`config.mk`:
```
export PLATFORM = sky130hd
export DESIGN_NAME = rvv_wb_collector
export DESIGN_NICKNAME = d
export VERILOG_FILES = /design/src/rtl/rvv_wb_collector.sv
export SDC_FILE = /design/constraint.sdc
export NUM_CORES = 1
export LEC_CHECK = 0
export ABC_AREA = 1
export CORE_AREA = 2 2 172 174
export DETAILED_ROUTE_END_ITERATION = 8
export DIE_AREA = 0 0 174 176
export PLACE_DENSITY = 0.74
export SYNTH_ARGS = -nofsm -noshare
export SYNTH_HDL_FRONTEND = slang
export SYNTH_SLANG_ARGS = --single-unit
```
`constraint.sdc`:
```
create_clock -name clk -period 4.26 [get_ports clk]
set_clock_uncertainty 0.15 [all_clocks]
set_input_delay 0.852 -clock clk [delete_from_list [all_inputs] [get_ports clk]]
set_output_delay 0.852 -clock clk [all_outputs]
set_load 0.03 [all_outputs]
```
`src/rtl/rvv_wb_collector.sv`:
```
// rvv_wb_collector: merges per-lane ALU result chunks into a VLEN-bit image seeded with vd_old
// and hands it to the register file. RVV_WB_MASK_EN adds vm/v0 mask-undisturbed filtering.
module rvv_wb_collector #(
   parameter int VLEN       = 128,
   parameter int LANE_WIDTH = 3,
   parameter int NB_LANES   = 1
) (
   input  logic                         clk,
   input  logic                         resetn,
   input  logic                         start,
   input  logic [4:0]                   vd_addr,
   input  logic [VLEN-1:0]              vd_old,
   input  logic [2:0]                   vsew,
   input  logic [10:0]                  vl,
`ifdef RVV_WB_MASK_EN
   input  logic                         vm,
   input  logic [VLEN-1:0]              v0,
`endif
   input  logic [64*(1<<NB_LANES)-1:0]  lane_data,
   input  logic [10*(1<<NB_LANES)-1:0]  lane_index,
   input  logic [(1<<NB_LANES)-1:0]     lane_valid,
   input  logic                         alu_done,
   output logic                         wb_valid,
   input  logic                         wb_ready,
   output logic [4:0]                   wb_addr,
   output logic [VLEN-1:0]              wb_data,
   output logic [9:0]                   chunk_cnt,
   output logic                         busy
);
   localparam int W = 1 << LANE_WIDTH;
   localparam int L = 1 << NB_LANES;

   typedef enum logic [1:0] {IDLE, COLLECT, WRITE} state_t;
   state_t state, state_n;

   logic [VLEN-1:0] img, img_n;
   logic [9:0]      cnt_n;
   logic [4:0]      addr_q;
   logic [2:0]      vsew_q;
   logic [10:0]     vl_q;
   logic [9:0]      idx  [L];
   logic [9:0]      elem [L];
   logic [L-1:0]    hit;
   logic [L*(64-W)-1:0] lane_hi;
   logic            unused_lane_hi;
`ifdef RVV_WB_MASK_EN
   logic            vm_q;
   logic [VLEN-1:0] v0_q;
`endif

   always_ff @(posedge clk) state <= !resetn ? IDLE : state_n;

   always_comb begin
      state_n = state;
      case (state)
         IDLE:    if (start) state_n = COLLECT;
         COLLECT: if (alu_done) state_n = WRITE;
         WRITE:   if (wb_ready) state_n = IDLE;
         default: state_n = IDLE;
      endcase
   end

   for (genvar g = 0; g < L; g++) begin : g_lane
      logic en;
      assign idx[g]  = {lane_index[g*10+LANE_WIDTH +: 10-LANE_WIDTH], {LANE_WIDTH{1'b0}}};
      assign elem[g] = idx[g] >> ({1'b0, vsew_q} + 4'd3);
`ifdef RVV_WB_MASK_EN
      logic [VLEN-1:0] v0_sh;
      assign v0_sh = v0_q >> elem[g];
      assign en    = vm_q | v0_sh[0];
`else
      assign en = 1'b1;
`endif
      assign hit[g] = lane_valid[g] && ({1'b0, elem[g]} < vl_q) &&
                      (32'(idx[g]) + 32'(W) <= 32'(VLEN)) && en;
      assign lane_hi[g*(64-W) +: 64-W] = lane_data[g*64+W +: 64-W];
   end
   assign unused_lane_hi = ^lane_hi;

   // Ascending lane order lets the higher lane overwrite on a shared offset.
   always_comb begin
      img_n = img;
      cnt_n = chunk_cnt;
      for (int i = 0; i < L; i++)
         if (hit[i]) begin
            img_n = (img_n & ~({{(VLEN-W){1'b0}}, {W{1'b1}}} << idx[i])) |
                    ({{(VLEN-W){1'b0}}, lane_data[i*64 +: W]} << idx[i]);
            cnt_n = cnt_n + 10'd1;
         end
   end

   always_ff @(posedge clk) begin
      if (!resetn) begin
         img       <= '0;
         addr_q    <= '0;
         chunk_cnt <= '0;
         vsew_q    <= '0;
         vl_q      <= '0;
`ifdef RVV_WB_MASK_EN
         vm_q      <= 1'b1;
         v0_q      <= '0;
`endif
      end else if (state == IDLE && start) begin
         img       <= vd_old;
         addr_q    <= vd_addr;
         chunk_cnt <= '0;
         vsew_q    <= vsew;
         vl_q      <= vl;
`ifdef RVV_WB_MASK_EN
         vm_q      <= vm;
         v0_q      <= v0;
`endif
      end else if (state == COLLECT) begin
         img       <= img_n;
         chunk_cnt <= cnt_n;
      end
   end

   assign wb_valid = state == WRITE;
   assign busy     = state != IDLE;
   assign wb_data  = img;
   assign wb_addr  = addr_q;
endmodule

```
==> impl_summary.txt, run 1 <==
----------------------------------------------------
[Outcome]
  Result of the run ... completed

[Detailed routing]
  Total Wirelength ... 46900 um
  Antenna viol nets, final ... 0
  Total iterations of the first detailed-routing run ... 6
  DRC violation total after the first TritonRoute iteration ... approximately 1.5k
  Via count ... approximately 14k
  Average detailed-routed wire length per instance ... between 15 and 20 um
  Final routed DRC violation total ... 0
  Vias per cell ... around 5.4

[CTS]
  TritonCTS buffer count ... 17
  Hold buffers post-CTS ... 0
  Clock latency reported for the late side of the worst-skew pair ... about 0.43 ns
  Post CTS Setup Buffer Count ... 0
  Clock Tree Root ... clkbuf_16
  TritonCTS clock tree ... done
  Maximum buffer depth of the clock tree ... 2
  Count of instances resized after the clock tree is built ... 0
  Clk pin slew, worst setup/hold paths ... roughly 0.070 ns
  Total number of clock tree sinks ... 159
  Count of H-tree levels built during CTS ... 4

[STA]
  Post-route setup slack ... 0.502 ns
  Number of pins exceeding their max-slew limit in the final report ... 0
  Fin Setup TNS ... 0 ns
  Total count of hold-check failures in the final report ... 0
  Hold slack ... between 0.3 and 0.4 ns
  Ratio of final minimum period to clock period ... 88.2%
  Unrepaired setup endpoints after global routing ... no
  Count of endpoints failing setup in the final report ... 0
  Worst slew margin relative to its limit ... about 20%
  Peak clock frequency supported by timing ... about 0.27 GHz
  Shortest period the worst path allows ... approximately 3.8 ns
  Least-Margin Pin Slew ... between 1 and 1.5 ns

[Setup path]
  Series of cell instances along the critical path ... clkdlybuf4s50_1 -> inv_1 -> o21ai_0 -> o21ai_0 -> o21ai_0 -> ha_1 -> nand2_1 -> inv_1 -> nand2_1 -> nand2_1 -> nand2_2 -> nand3_4 -> buf_4 -> inv_2 -> nand2_1 -> nor2_1 -> nand2_1 -> nand2_1 -> nand2_1 -> a21o_1 -> a21oi_1
  Slowest stage cell on the critical path ... clkdlybuf4s50_1
  Data required time at the worst endpoint ... between 4 and 5 ns
  Arrival time worst endpoint ... between 3 and 4 ns
  Startpoint types ... input port
  Cells on worst reg2reg path ... 20
  CP most frequent cell ... nand2_1
  CP max stage delay ... 0.56 ns
  Maximum fanout count along the critical path ... 11
  CP Capture Type ... flop
  Type of the worst setup path ... in2reg

[Synth]
  Number of enable flip-flop cells after synthesis ... 0
  Syn Area/Cell ... between 5 and 6 um^2
  Post-Synthesis Cell Area ... between 10000 and 15000 um^2
  Synth unique cells ... 38
  Register bit total from synthesis ... about 160
  Most instantiated flip-flop cell in the synthesis netlist ... dfxtp_1
  Warnings, synthesis ... 0
  Proportion of synthesized chip area in sequential cells ... between 20% and 30%
  Share of synthesized flip-flops with an asynchronous set or reset ... 0%
  Post-synthesis cell count ... approximately 2.0k
  Syn_nets ... between 2k and 2.5k

[Power]
  Leak Pwr ... around 6.8 nW
  Power per Cell Area ... 330 nW/um^2
  Max VDD drop ... between 0.0002 and 0.00025 V

[Global routing]
  Global-route congestion overflow total ... 0
  Gr usage total ... 29.8%
  Number of antenna violations at the first check in global routing ... 2
  Via count of the first global-routing pass ... about 13k
  Pin count of the biggest net entering global routing ... ~170
  Wire length of the first global-routing pass ... 72000 um

[Placement]
  GPL Wtd Cong ... 0.883
  Cell count after placement ... about 2.6k
  Half-perimeter wire length after placement ... between 30000 and 40000 um
  Input/output buffers ... around 330
  Worst slack at placement ... approximately 0.12 ns

[Finish]
  Area Growth Syn to Fin ... 38.2%
  Proportion of layout cells with a drive suffix above 1 ... 5.78%
  Fin util ... between 50% and 60%
  Count of placed standard cells in the final layout, fillers left out ... ~2.6k
  Number of nets in the finished design ... ~2.6k

[Die]
  Placeable core region ... between 20000 and 30000 um^2
  Row count ... between 60 and 70
  Die extent in x ... 174 um
  Full die area ... about 31000 um^2
  Starting density of the core ... approximately two fifths
  I/O pin count ... 447
  Die Y-Extent ... about 180 um

[Hold path]
  Hold Path Stages ... 2
  Class of the tightest hold or removal check ... reg2reg

[Job]
  Max-cap violations ... 0

----------------------------------------------------
==> state kept, by name, summed over array words and instances, names as in the netlist <==
| name | count |
|---|---|
| vl_q | 11 |
| chunk_cnt | 10 |
| wb_data | 128 |
| wb_addr | 5 |
| state | 2 |
| vsew_q | 3 |
==> area by class of cell <==
class / count / area [um^2]
antenna: 1 / 2.50
clock buffer: 18 / 439
clock inverter: 14 / 195
fill: 2891 / 12900
inverter: 192 / 728
multi-input combinational: 1482 / 6840
sequential: 159 / 3180
tap: 384 / 480
timing repair buffer: 383 / 3750
==> worst max-delay path, delay by kind of cell <==
kind | cells | cell delay, ns
simple gates | 10 | 1.00
compound gates | 5 | 0.84
buf+inv | 5 | 0.97
fa+ha+maj | 1 | 0.29
==> power by group <==
group	switching, mW	internal, mW
Combinational	1.02	0.673
Clock	0.754	0.962
Sequential	0.122	1.62
Total	1.89	3.25
==> cells in the mapped netlist (2+ instances only) <==
cell / count / area (um^2)
o21bai_1: 2 / 15.0
o21ai_0: 212 / 1060
a31oi_1: 2 / 12.5
a21o_1: 3 / 22.5
buf_6: 14 / 158
nor2_1: 80 / 300
nor3_1: 3 / 15.0
or2_2: 2 / 12.5
a21oi_1: 172 / 861
inv_2: 4 / 15.0
o21ai_1: 86 / 430
dfxtp_1: 159 / 3180
xor2_1: 7 / 61.3
clkbuf_1: 91 / 342
buf_1: 4 / 15.0
o211ai_1: 3 / 22.5
nor2_8: 3 / 60.1
o221ai_1: 10 / 87.6
nand2_4: 7 / 78.8
ha_1: 13 / 163
nand4_1: 14 / 87.6
nand2_1: 685 / 2570
nand3_1: 150 / 751
nand2_2: 19 / 119
inv_1: 187 / 702
buf_2: 8 / 40.0
==> worst paths after layout <==
path,from,end,slack [ns]
worst max-delay path,lane_index[6],wb_data[59]$_SDFFE_PN0P_,0.50
worst min register to register,wb_data[26]$_SDFFE_PN0P_,wb_data[26]$_SDFFE_PN0P_,0.33
worst min-delay path,wb_data[26]$_SDFFE_PN0P_,wb_data[26]$_SDFFE_PN0P_,0.33
worst max register to register,vsew_q[1]$_SDFFE_PN0P_,wb_data[59]$_SDFFE_PN0P_,0.84
==> cells in the final DEF (no fill, tap or decap), types with 7 or more instances in the layout <==
master	count
a21oi_1	172
buf_4	51
clkbuf_16	17
clkdlybuf4s50_1	328
dfxtp_1	159
ha_1	13
inv_1	185
nand2_1	685
nand2_2	19
nand2_4	7
nand3_1	150
nand4_1	14
nor2_1	78
o21ai_0	212
o21ai_1	86
o221ai_1	10
xor2_1	7
==> per-stage QoR <==
stage | power (mW) | instance area (um^2)
2_1_floorplan | 2.73 | 11300
3_3_place_gp | 3.41 | 15000
3_5_place_dp | 3.44 | 15000
4_1_cts | 5.15 | 15600
5_1_grt | 5.40 | 15600
6_report | 5.15 | 15600
==> cell families after synthesis <==
family	share of synthesized area [%]
xor gates and xnor gates	0.620
buffers and inverters	11.4
and+or+nand+nor	36.0
DFF	28.2
AOI/OAI and AO/OA	22.4
adders and majority gates	1.44
==> layer usage <==
layer | vias up | GRT usage, % | part of all wire (%) | wire (um)
met1 | 6397 | 40.0 | 42 | 19900
met5 | - | 0 | 0 | 0
met3 | 123 | 5.25 | 9.8 | 4590
li1 | 6890 | - | - | -
met2 | 742 | 47.7 | 44 | 20600
met4 | 0 | 11.7 | 4.1 | 1900
No activity file was read; power rests on OpenSTA's default activity.
==> run 2: changes to the inputs <==
--- a/config.mk
+++ b/config.mk
@@ -6,10 +6,12 @@
 export NUM_CORES = 1
 export LEC_CHECK = 0
 export ABC_AREA = 1
-export CORE_AREA = 2 2 172 174
+export CELL_PAD_IN_SITES_DETAIL_PLACEMENT = 1
+export CELL_PAD_IN_SITES_GLOBAL_PLACEMENT = 1
+export CORE_MARGIN = 2
+export CORE_UTILIZATION = 29
 export DETAILED_ROUTE_END_ITERATION = 8
-export DIE_AREA = 0 0 174 176
-export PLACE_DENSITY = 0.74
+export PLACE_DENSITY_LB_ADDON = 0.1
 export SYNTH_ARGS = -nofsm -noshare
 export SYNTH_HDL_FRONTEND = slang
 export SYNTH_SLANG_ARGS = --single-unit
==> impl_summary.txt, run 2 (synthesized netlist as in run 1, its figures left out) <==
----------------------------------------------------
[Outcome]
  Result of the run ... completed

[Setup path]
  Maximum fanout count along the critical path ... 15 (+4)
  Series of cell instances along the critical path ... clkdlybuf4s50_1 -> inv_1 -> o21ai_0 -> o21ai_0 -> o21ai_0 -> ha_1 -> nand2_1 -> inv_1 -> nand2_1 -> nand2_1 -> nand2_2 -> nand3_4 -> nor2_4 -> nand2_1 -> o21ai_0 -> nand2_1 -> nand3_1 -> nand2_1 -> a21oi_1
  CP Capture Type ... flop
  Arrival time worst endpoint ... 4.08 ns (+0.11 ns)
  Slowest stage cell on the critical path ... clkdlybuf4s50_1
  CP Capture Point ... wb_data[52]$_SDFFE_PN0P_
  Startpoint of the worst setup timing path ... lane_index[6]
  Endpoint of the lowest-slack register-to-register path ... wb_data[52]$_SDFFE_PN0P_
  Type of the worst setup path ... in2reg
  CP most frequent cell ... nand2_1
  Total number of cells along the worst setup path ... 19 (-9.5%)
  Startpoint types ... input port
  Kind of cell adding the most delay to the critical path ... simple AND/OR/NAND/NOR gates
  Data required time at the worst endpoint ... 4.50 ns (+0.03 ns)
  Cells on worst reg2reg path ... 15 (-25%)
  Start of the worst register-to-register path ... vsew_q[1]$_SDFFE_PN0P_
  CP max stage delay ... 0.57 ns (about the same)
  Buffering stage count on the worst path with inverters included ... 3 (-2)
  Internal reg-to-reg setup slack ... 0.67 ns (-0.17 ns)

[CTS]
  Clock Tree Root ... clkbuf_16
  Count of H-tree levels built during CTS ... 4 (unchanged)
  Maximum buffer depth of the clock tree ... 2 (unchanged)
  Hold buffers post-CTS ... 0 (unchanged)
  TritonCTS clock tree ... done
  Post CTS Setup Buffer Count ... 0 (unchanged)
  Total number of clock tree sinks ... 159 (unchanged)
  TritonCTS buffer count ... 17 (unchanged)
  Clock latency reported for the late side of the worst-skew pair ... 0.46 ns (+0.03 ns)
  Clk pin slew, worst setup/hold paths ... 0.07 ns (about the same)
  Count of instances resized after the clock tree is built ... 0 (unchanged)

[Global routing]
  Routing usage on met2 ... 45.2% (-2.5 points)
  Gr usage total ... 27.5% (-2.4 points)
  Wire length of the first global-routing pass ... 85600 um (+19%)
  Global-route congestion overflow total ... 0 (unchanged)
  Global routing usage on met1 ... 37.4% (-2.7 points)
  M3 GR Usage ... 3.98% (-1.3 points)
  Via count of the first global-routing pass ... 14.3k (+10%)
  Number of antenna violations at the first check in global routing ... 2 (unchanged)
  GRT Max-Usage Layer ... met2
  Pin count of the biggest net entering global routing ... 116 (-33%)

[Die]
  Full die area ... 40600 um^2 (+32%)
  Starting density of the core ... 29.3% (-10 points)
  Die extent in x ... 201 um (+16%)
  Placeable core region ... 38600 um^2 (+35%)
  Die Y-Extent ... 201 um (+14%)
  I/O pin count ... 447 (unchanged)
  Row count ... 72 (+16%)

[Detailed routing]
  Total Wirelength ... 56000 um (+19%)
  Total iterations of the first detailed-routing run ... 5 (-1)
  Antenna viol nets, final ... 0 (unchanged)
  Via count ... 14.1k (-0.18%)
  Vias per cell ... 5.09 (-5.2%)
  DRC violation total after the first TritonRoute iteration ... 928 (-40%)
  Final routed DRC violation total ... 0 (unchanged)
  Average detailed-routed wire length per instance ... 20.2 um (+13%)

[STA]
  Total count of hold-check failures in the final report ... 0 (unchanged)
  Worst slew margin relative to its limit ... 30.7% (+11 points)
  Number of pins exceeding their max-slew limit in the final report ... 0 (unchanged)
  Count of endpoints failing setup in the final report ... 0 (unchanged)
  Ratio of final minimum period to clock period ... 90.1% (+1.9 points)
  Fin Setup TNS ... 0 ns (unchanged)
  Unrepaired setup endpoints after global routing ... no
  Shortest period the worst path allows ... 3.84 ns (+0.0799 ns)
  Hold slack ... 0.333 ns (+0.00264 ns)
  Peak clock frequency supported by timing ... 0.261 GHz (-2.1%)
  Least-Margin Pin Slew ... 1.04 ns (-0.165 ns)
  Post-route setup slack ... 0.422 ns (-0.0799 ns)

[Hold path]
  Class of the tightest hold or removal check ... reg2reg

[Finish]
  Proportion of layout cells with a drive suffix above 1 ... 5.99% (+0.21 points)
  Area Growth Syn to Fin ... 39.9%
  Most common library cell in the layout ignoring fill and taps ... nand2_1
  Commonest cells after routing, fill and taps aside ... nand2_1 (685), clkdlybuf4s50_1 (328), o21ai_0 (212), inv_1 (185), a21oi_1 (172)
  Number of nets in the finished design ... 2557 (+0.27%)
  Number of flip-flops under the largest register name ... 128 (unchanged)
  Fillers ... 5132 (+78%)

[Power]
  Net switching power ... 1.90 mW (+0.33%)
  Clock network fraction of design power ... 32.7% (-0.6 points)
  Power per Cell Area ... 328 nW/um^2 (-0.49%)
  Power share of the combinational group ... 33.7% (+0.9 points)
  Total power ... 5.19 mW (+0.77%)
  Internal Dissipation ... 3.29 mW (+1.0%)
  Leak Pwr ... 6.80 nW (+0.32%)
  Max VDD drop ... 0.000264 V (+6.8%)
  Fraction of power spent switching nets ... 36.6% (-0.16 points)
  Sequential cell fraction of total power ... 33.6% (-0.2 points)

[Placement]
  Input/output buffers ... 328 (unchanged)
  GPL Wtd Cong ... 0.866 (-1.9%)
  Half-perimeter wire length after placement ... 39000 um (+21%)
  Worst slack at placement ... -0.0603 ns (-0.183 ns)

[Job]
  Max-cap violations ... 0 (unchanged)

----------------------------------------------------
[run 2: cell count changes in the layout (fill, tap and decap cells not counted), sizes merged]
cell | before | now
buf | 55 | 62
clkinvlp | 1 | 3
bufinv | 3 | 4
clkbuf | 18 | 19
inv | 195 | 190
[run 2: final cells by class]
type / instances / area (um^2) / area share [%]
Tap cell: 518 / 648 / 4.10
Multi-Input combinational cell: 1482 / 6840 / 43.2
Clock inverter: 12 / 168 / 1.06
Inverter: 192 / 729 / 4.61
Sequential cell: 159 / 3180 / 20.1
Timing Repair Buffer: 390 / 3800 / 24.0
Clock buffer: 19 / 443 / 2.80
Antenna cell: 1 / 2.50 / 0.0158
[run 2: tightest hold or removal path, delay by kind of cell, from the launching register on]
family | cells | cell delay [ns]
AO/OA/AOI/OAI | 1 | 0.06
flip-flops | 1 | 0.32
AND/OR/NAND/NOR | 1 | 0.06
[run 2: per-stage QoR]
step / instances / util (%) / instance area [um^2]
final: 2773 / 41.0 / 15800
after global placement: 2741 / 39.4 / 15200
after detailed placement: 2741 / 39.4 / 15200
after floorplan: 1952 / - / 11300
after global routing: 2773 / 41.0 / 15800
after CTS: 2772 / 41.0 / 15800
[run 2: power by group through the flow]
stage / registers (mW) / logic [mW] / clock network [mW]
2_1_floorplan: 1.97 / 0.760 / 0
4_1_cts: 1.74 / 1.76 / 1.74
5_1_grt: 1.76 / 1.92 / 1.79
3_5_place_dp: 1.77 / 1.74 / 0
6_report: 1.74 / 1.75 / 1.70
3_3_place_gp: 1.77 / 1.71 / 0
[run 2: worst min path at each step]
stage                        startpoint                        to  slack (ns)  depth (start not counted)
6_report       wb_data[42]$_SDFFE_PN0P_  wb_data[42]$_SDFFE_PN0P_        0.33                          2
5_1_grt        wb_data[42]$_SDFFE_PN0P_  wb_data[42]$_SDFFE_PN0P_        0.36                          2
4_1_cts        wb_data[45]$_SDFFE_PN0P_  wb_data[45]$_SDFFE_PN0P_        0.33                          2
3_5_place_dp   wb_data[45]$_SDFFE_PN0P_  wb_data[45]$_SDFFE_PN0P_        0.32                          2
3_3_place_gp   wb_data[11]$_SDFFE_PN0P_  wb_data[11]$_SDFFE_PN0P_        0.32                          2
2_1_floorplan      vl_q[5]$_SDFFE_PN0P_      vl_q[5]$_SDFFE_PN0P_        0.31                          2
[run 2: routing by layer]
metal	vias to the layer above	wire, um
met5	-	0
met4	0	1170
met3	58	2940
li1	6891	-
met1	6766	25900
met2	411	25900
==> run 3: changes to the inputs <==
--- a/config.mk
+++ b/config.mk
@@ -8,10 +8,12 @@
 export ABC_AREA = 1
 export CELL_PAD_IN_SITES_DETAIL_PLACEMENT = 1
 export CELL_PAD_IN_SITES_GLOBAL_PLACEMENT = 1
+export CORE_ASPECT_RATIO = 1.25
 export CORE_MARGIN = 2
 export CORE_UTILIZATION = 29
 export DETAILED_ROUTE_END_ITERATION = 8
 export PLACE_DENSITY_LB_ADDON = 0.1
+export SLEW_MARGIN = 15
 export SYNTH_ARGS = -nofsm -noshare
 export SYNTH_HDL_FRONTEND = slang
 export SYNTH_SLANG_ARGS = --single-unit
==> impl_summary.txt, run 3 (synthesized netlist as in run 1, its figures left out) <==
----------------------------------------------------
[Outcome]
  Result of the run ... completed

[STA]
  Peak clock frequency supported by timing ... 0.260 GHz (-0.19%)
  Least-Margin Pin Slew ... 1.07 ns (+0.0332 ns)
  Total count of hold-check failures in the final report ... 0 (unchanged)
  Ratio of final minimum period to clock period ... 90.3% (+0.17 points)
  Unrepaired setup endpoints after global routing ... no
  Number of pins exceeding their max-slew limit in the final report ... 0 (unchanged)
  Count of endpoints failing setup in the final report ... 0 (unchanged)
  Shortest period the worst path allows ... 3.85 ns (+0.00745 ns)
  Worst slew margin relative to its limit ... 28.3% (-2.4 points)
  Hold slack ... 0.332 ns (-0.000710 ns)

[Finish]
  Sequential Area ... 3180 um^2 (unchanged)
  Final instance area ... 15800 um^2 (about the same)
  Commonest cells after routing, fill and taps aside ... nand2_1 (685), clkdlybuf4s50_1 (328), o21ai_0 (212), inv_1 (185), a21oi_1 (172)
  Count of placed standard cells in the final layout, fillers left out ... 2751 (-0.79%)
  Proportion of layout cells with a drive suffix above 1 ... 6.16% (+0.17 points)
  Fillers ... 5057 (-1.5%)
  Number of flip-flops under the largest register name ... 128 (unchanged)
  Area Growth Syn to Fin ... 40.0% (about the same)
  Footprint of the multi-input gates ... 6840 um^2 (unchanged)
  Most common library cell in the layout ignoring fill and taps ... nand2_1
  Number of nets in the finished design ... 2560 (+0.12%)
  Fin util ... 41.3% (+0.26 points)

[Global routing]
  Gr usage total ... 26.6% (-0.89 points)
  Pin count of the biggest net entering global routing ... 115 (-0.86%)
  Wire length of the first global-routing pass ... 83700 um (-2.2%)
  Number of antenna violations at the first check in global routing ... 2 (unchanged)
  Global-route congestion overflow total ... 0 (unchanged)
  Via count of the first global-routing pass ... 14.2k (-0.74%)

[Setup path]
  Startpoint types ... input port
  Arrival time worst endpoint ... 4.04 ns (-0.04 ns)
  Buffering stage count on the worst path with inverters included ... 3 (unchanged)
  Slowest stage cell on the critical path ... clkdlybuf4s50_1
  Internal reg-to-reg setup slack ... 0.63 ns (-0.04 ns)
  Cells on worst reg2reg path ... 22 (+7)
  Endpoint of the lowest-slack register-to-register path ... chunk_cnt[9]$_SDFFE_PP0P_
  Maximum fanout count along the critical path ... 12 (-3)
  Data required time at the worst endpoint ... 4.46 ns (-0.04 ns)
  Start of the worst register-to-register path ... vsew_q[0]$_SDFFE_PN0P_
  CP max stage delay ... 0.57 ns (about the same)
  Kind of cell adding the most delay to the critical path ... simple AND/OR/NAND/NOR gates
  Type of the worst setup path ... in2reg
  Series of cell instances along the critical path ... clkdlybuf4s50_1 -> nand2_1 -> nand3_1 -> nand2_1 -> nor2_1 -> ha_1 -> a21oi_1 -> o21ai_0 -> a21boi_1 -> buf_4 -> nand3_4 -> buf_4 -> nand2_1 -> nand2_1 -> nor2_1 -> and2_1 -> nand2_1 -> nand2_1 -> nand3_1 -> nand2_1 -> nor2_1
  CP Capture Type ... flop
  CP most frequent cell ... nand2_1

[Placement]
  GPL Wtd Cong ... 0.841 (-3.0%)
  Half-perimeter wire length after placement ... 38600 um (-0.93%)
  Input/output buffers ... 328 (unchanged)
  Area after DPL ... 15200 um^2 (about the same)
  Cell count after placement ... 2718 (-0.84%)

[CTS]
  Clock Tree Root ... clkbuf_16
  TritonCTS clock tree ... done
  Clock latency reported for the late side of the worst-skew pair ... 0.45 ns (about the same)
  Clk pin slew, worst setup/hold paths ... 0.07 ns (about the same)
  Maximum buffer depth of the clock tree ... 2 (unchanged)
  Total number of clock tree sinks ... 159 (unchanged)
  TritonCTS buffer count ... 17 (unchanged)
  Post CTS Setup Buffer Count ... 0 (unchanged)
  Count of instances resized after the clock tree is built ... 0 (unchanged)
  Hold buffers post-CTS ... 0 (unchanged)
  Count of H-tree levels built during CTS ... 4 (unchanged)

[Detailed routing]
  Average detailed-routed wire length per instance ... 19.9 um (-1.3%)
  Final routed DRC violation total ... 0 (unchanged)
  Total Wirelength ... 54800 um (-2.1%)
  Total iterations of the first detailed-routing run ... 5 (unchanged)
  Via count ... 14.1k (-0.27%)
  Antenna viol nets, final ... 0 (unchanged)
  DRC violation total after the first TritonRoute iteration ... 810 (-13%)
  Vias per cell ... 5.12 (+0.53%)

[Die]
  Die extent in x ... 181 um (-10%)
  I/O pin count ... 447 (unchanged)
  Starting density of the core ... 29.5% (+0.17 points)
  Die Y-Extent ... 225 um (+12%)
  Row count ... 80 (+11%)
  Full die area ... 40600 um^2 (about the same)
  Placeable core region ... 38300 um^2 (-0.57%)

[Hold path]
  Hold_sp ... wb_data[101]$_SDFFE_PN0P_
  Endpoint of the worst hold path ... wb_data[101]$_SDFFE_PN0P_
  Class of the tightest hold or removal check ... reg2reg
  Hold Path Stages ... 2 (unchanged)

[Power]
  Total power ... 5.18 mW (-0.21%)
  Leak Pwr ... 6.82 nW (+0.32%)
  Power per Cell Area ... 327 nW/um^2 (-0.26%)
  Max VDD drop ... 0.000293 V (+11%)

[Job]
  Max-cap violations ... 0 (unchanged)

----------------------------------------------------
[run 3: cell types whose count changed in the layout (fill, tap and decap cells not counted), sizes merged]
cell and change:
buf +3, bufinv -1, clkbuf +1, clkinvlp -1
inv +2
[run 3: layout make-up]
type                    count  share of cell area (%)
multi-input cells        1482                    43.2
diodes                      1                  0.0158
repair buffers            393                    24.2
inverters                 192                    4.61
well taps                 492                    3.89
clock inverters            12                    1.00
clock buffers              20                    2.89
flip-flops and latches    159                    20.1
[run 3: routing by layer]
metal | vias to the layer above | wire (um) | share of wire (%) | track usage (%)
met1 | 6763 | 24400 | 45 | 33.8
li1 | 6893 | - | - | -
met4 | 2 | 1110 | 2.0 | 7.18
met5 | - | 12 | 0.022 | 0
met3 | 61 | 2600 | 4.7 | 4.13
met2 | 369 | 26600 | 49 | 46.6
[run 3: worst min-delay path, cell delays in order (launching register included)]
cell     delay (ns)
dfxtp_1        0.32
nand2_1        0.06
a21oi_1        0.05
[run 3: worst max path at each step]
| stage | startpoint | to | slack (ns) | cells after the start |
|---|---|---|---|---|
| final | lane_index[7] | chunk_cnt[9]$_SDFFE_PP0P_ | 0.41 | 21 |
| after CTS | lane_index[7] | wb_data[46]$_SDFFE_PN0P_ | 0.44 | 19 |
| after global routing | lane_index[7] | wb_data[40]$_SDFFE_PN0P_ | 0.11 | 19 |
| after floorplan | lane_index[6] | chunk_cnt[7]$_SDFFE_PP0P_ | 0.72 | 18 |
| after global placement | lane_index[6] | chunk_cnt[5]$_SDFFE_PP0P_ | 0.09 | 20 |
| after detailed placement | lane_index[7] | wb_data[46]$_SDFFE_PN0P_ | -0.02 | 19 |
[run 3: through the flow]
| step | worst slack (ns) | setup TNS [ns] |
|---|---|---|
| final | 0.414 | 0 |
| after global routing | 0.114 | 0 |
| after CTS | 0.439 | 0 |
| after detailed placement | -0.0194 | -0.0440 |
| after global placement | 0.0886 | 0 |
| after floorplan | 0.719 | 0 |
[run 3: report_power, final]
part,internal (mW),switching [mW],total (mW)
Combinational,0.688,1.05,1.74
Sequential,1.62,0.121,1.74
Clock,0.959,0.734,1.69
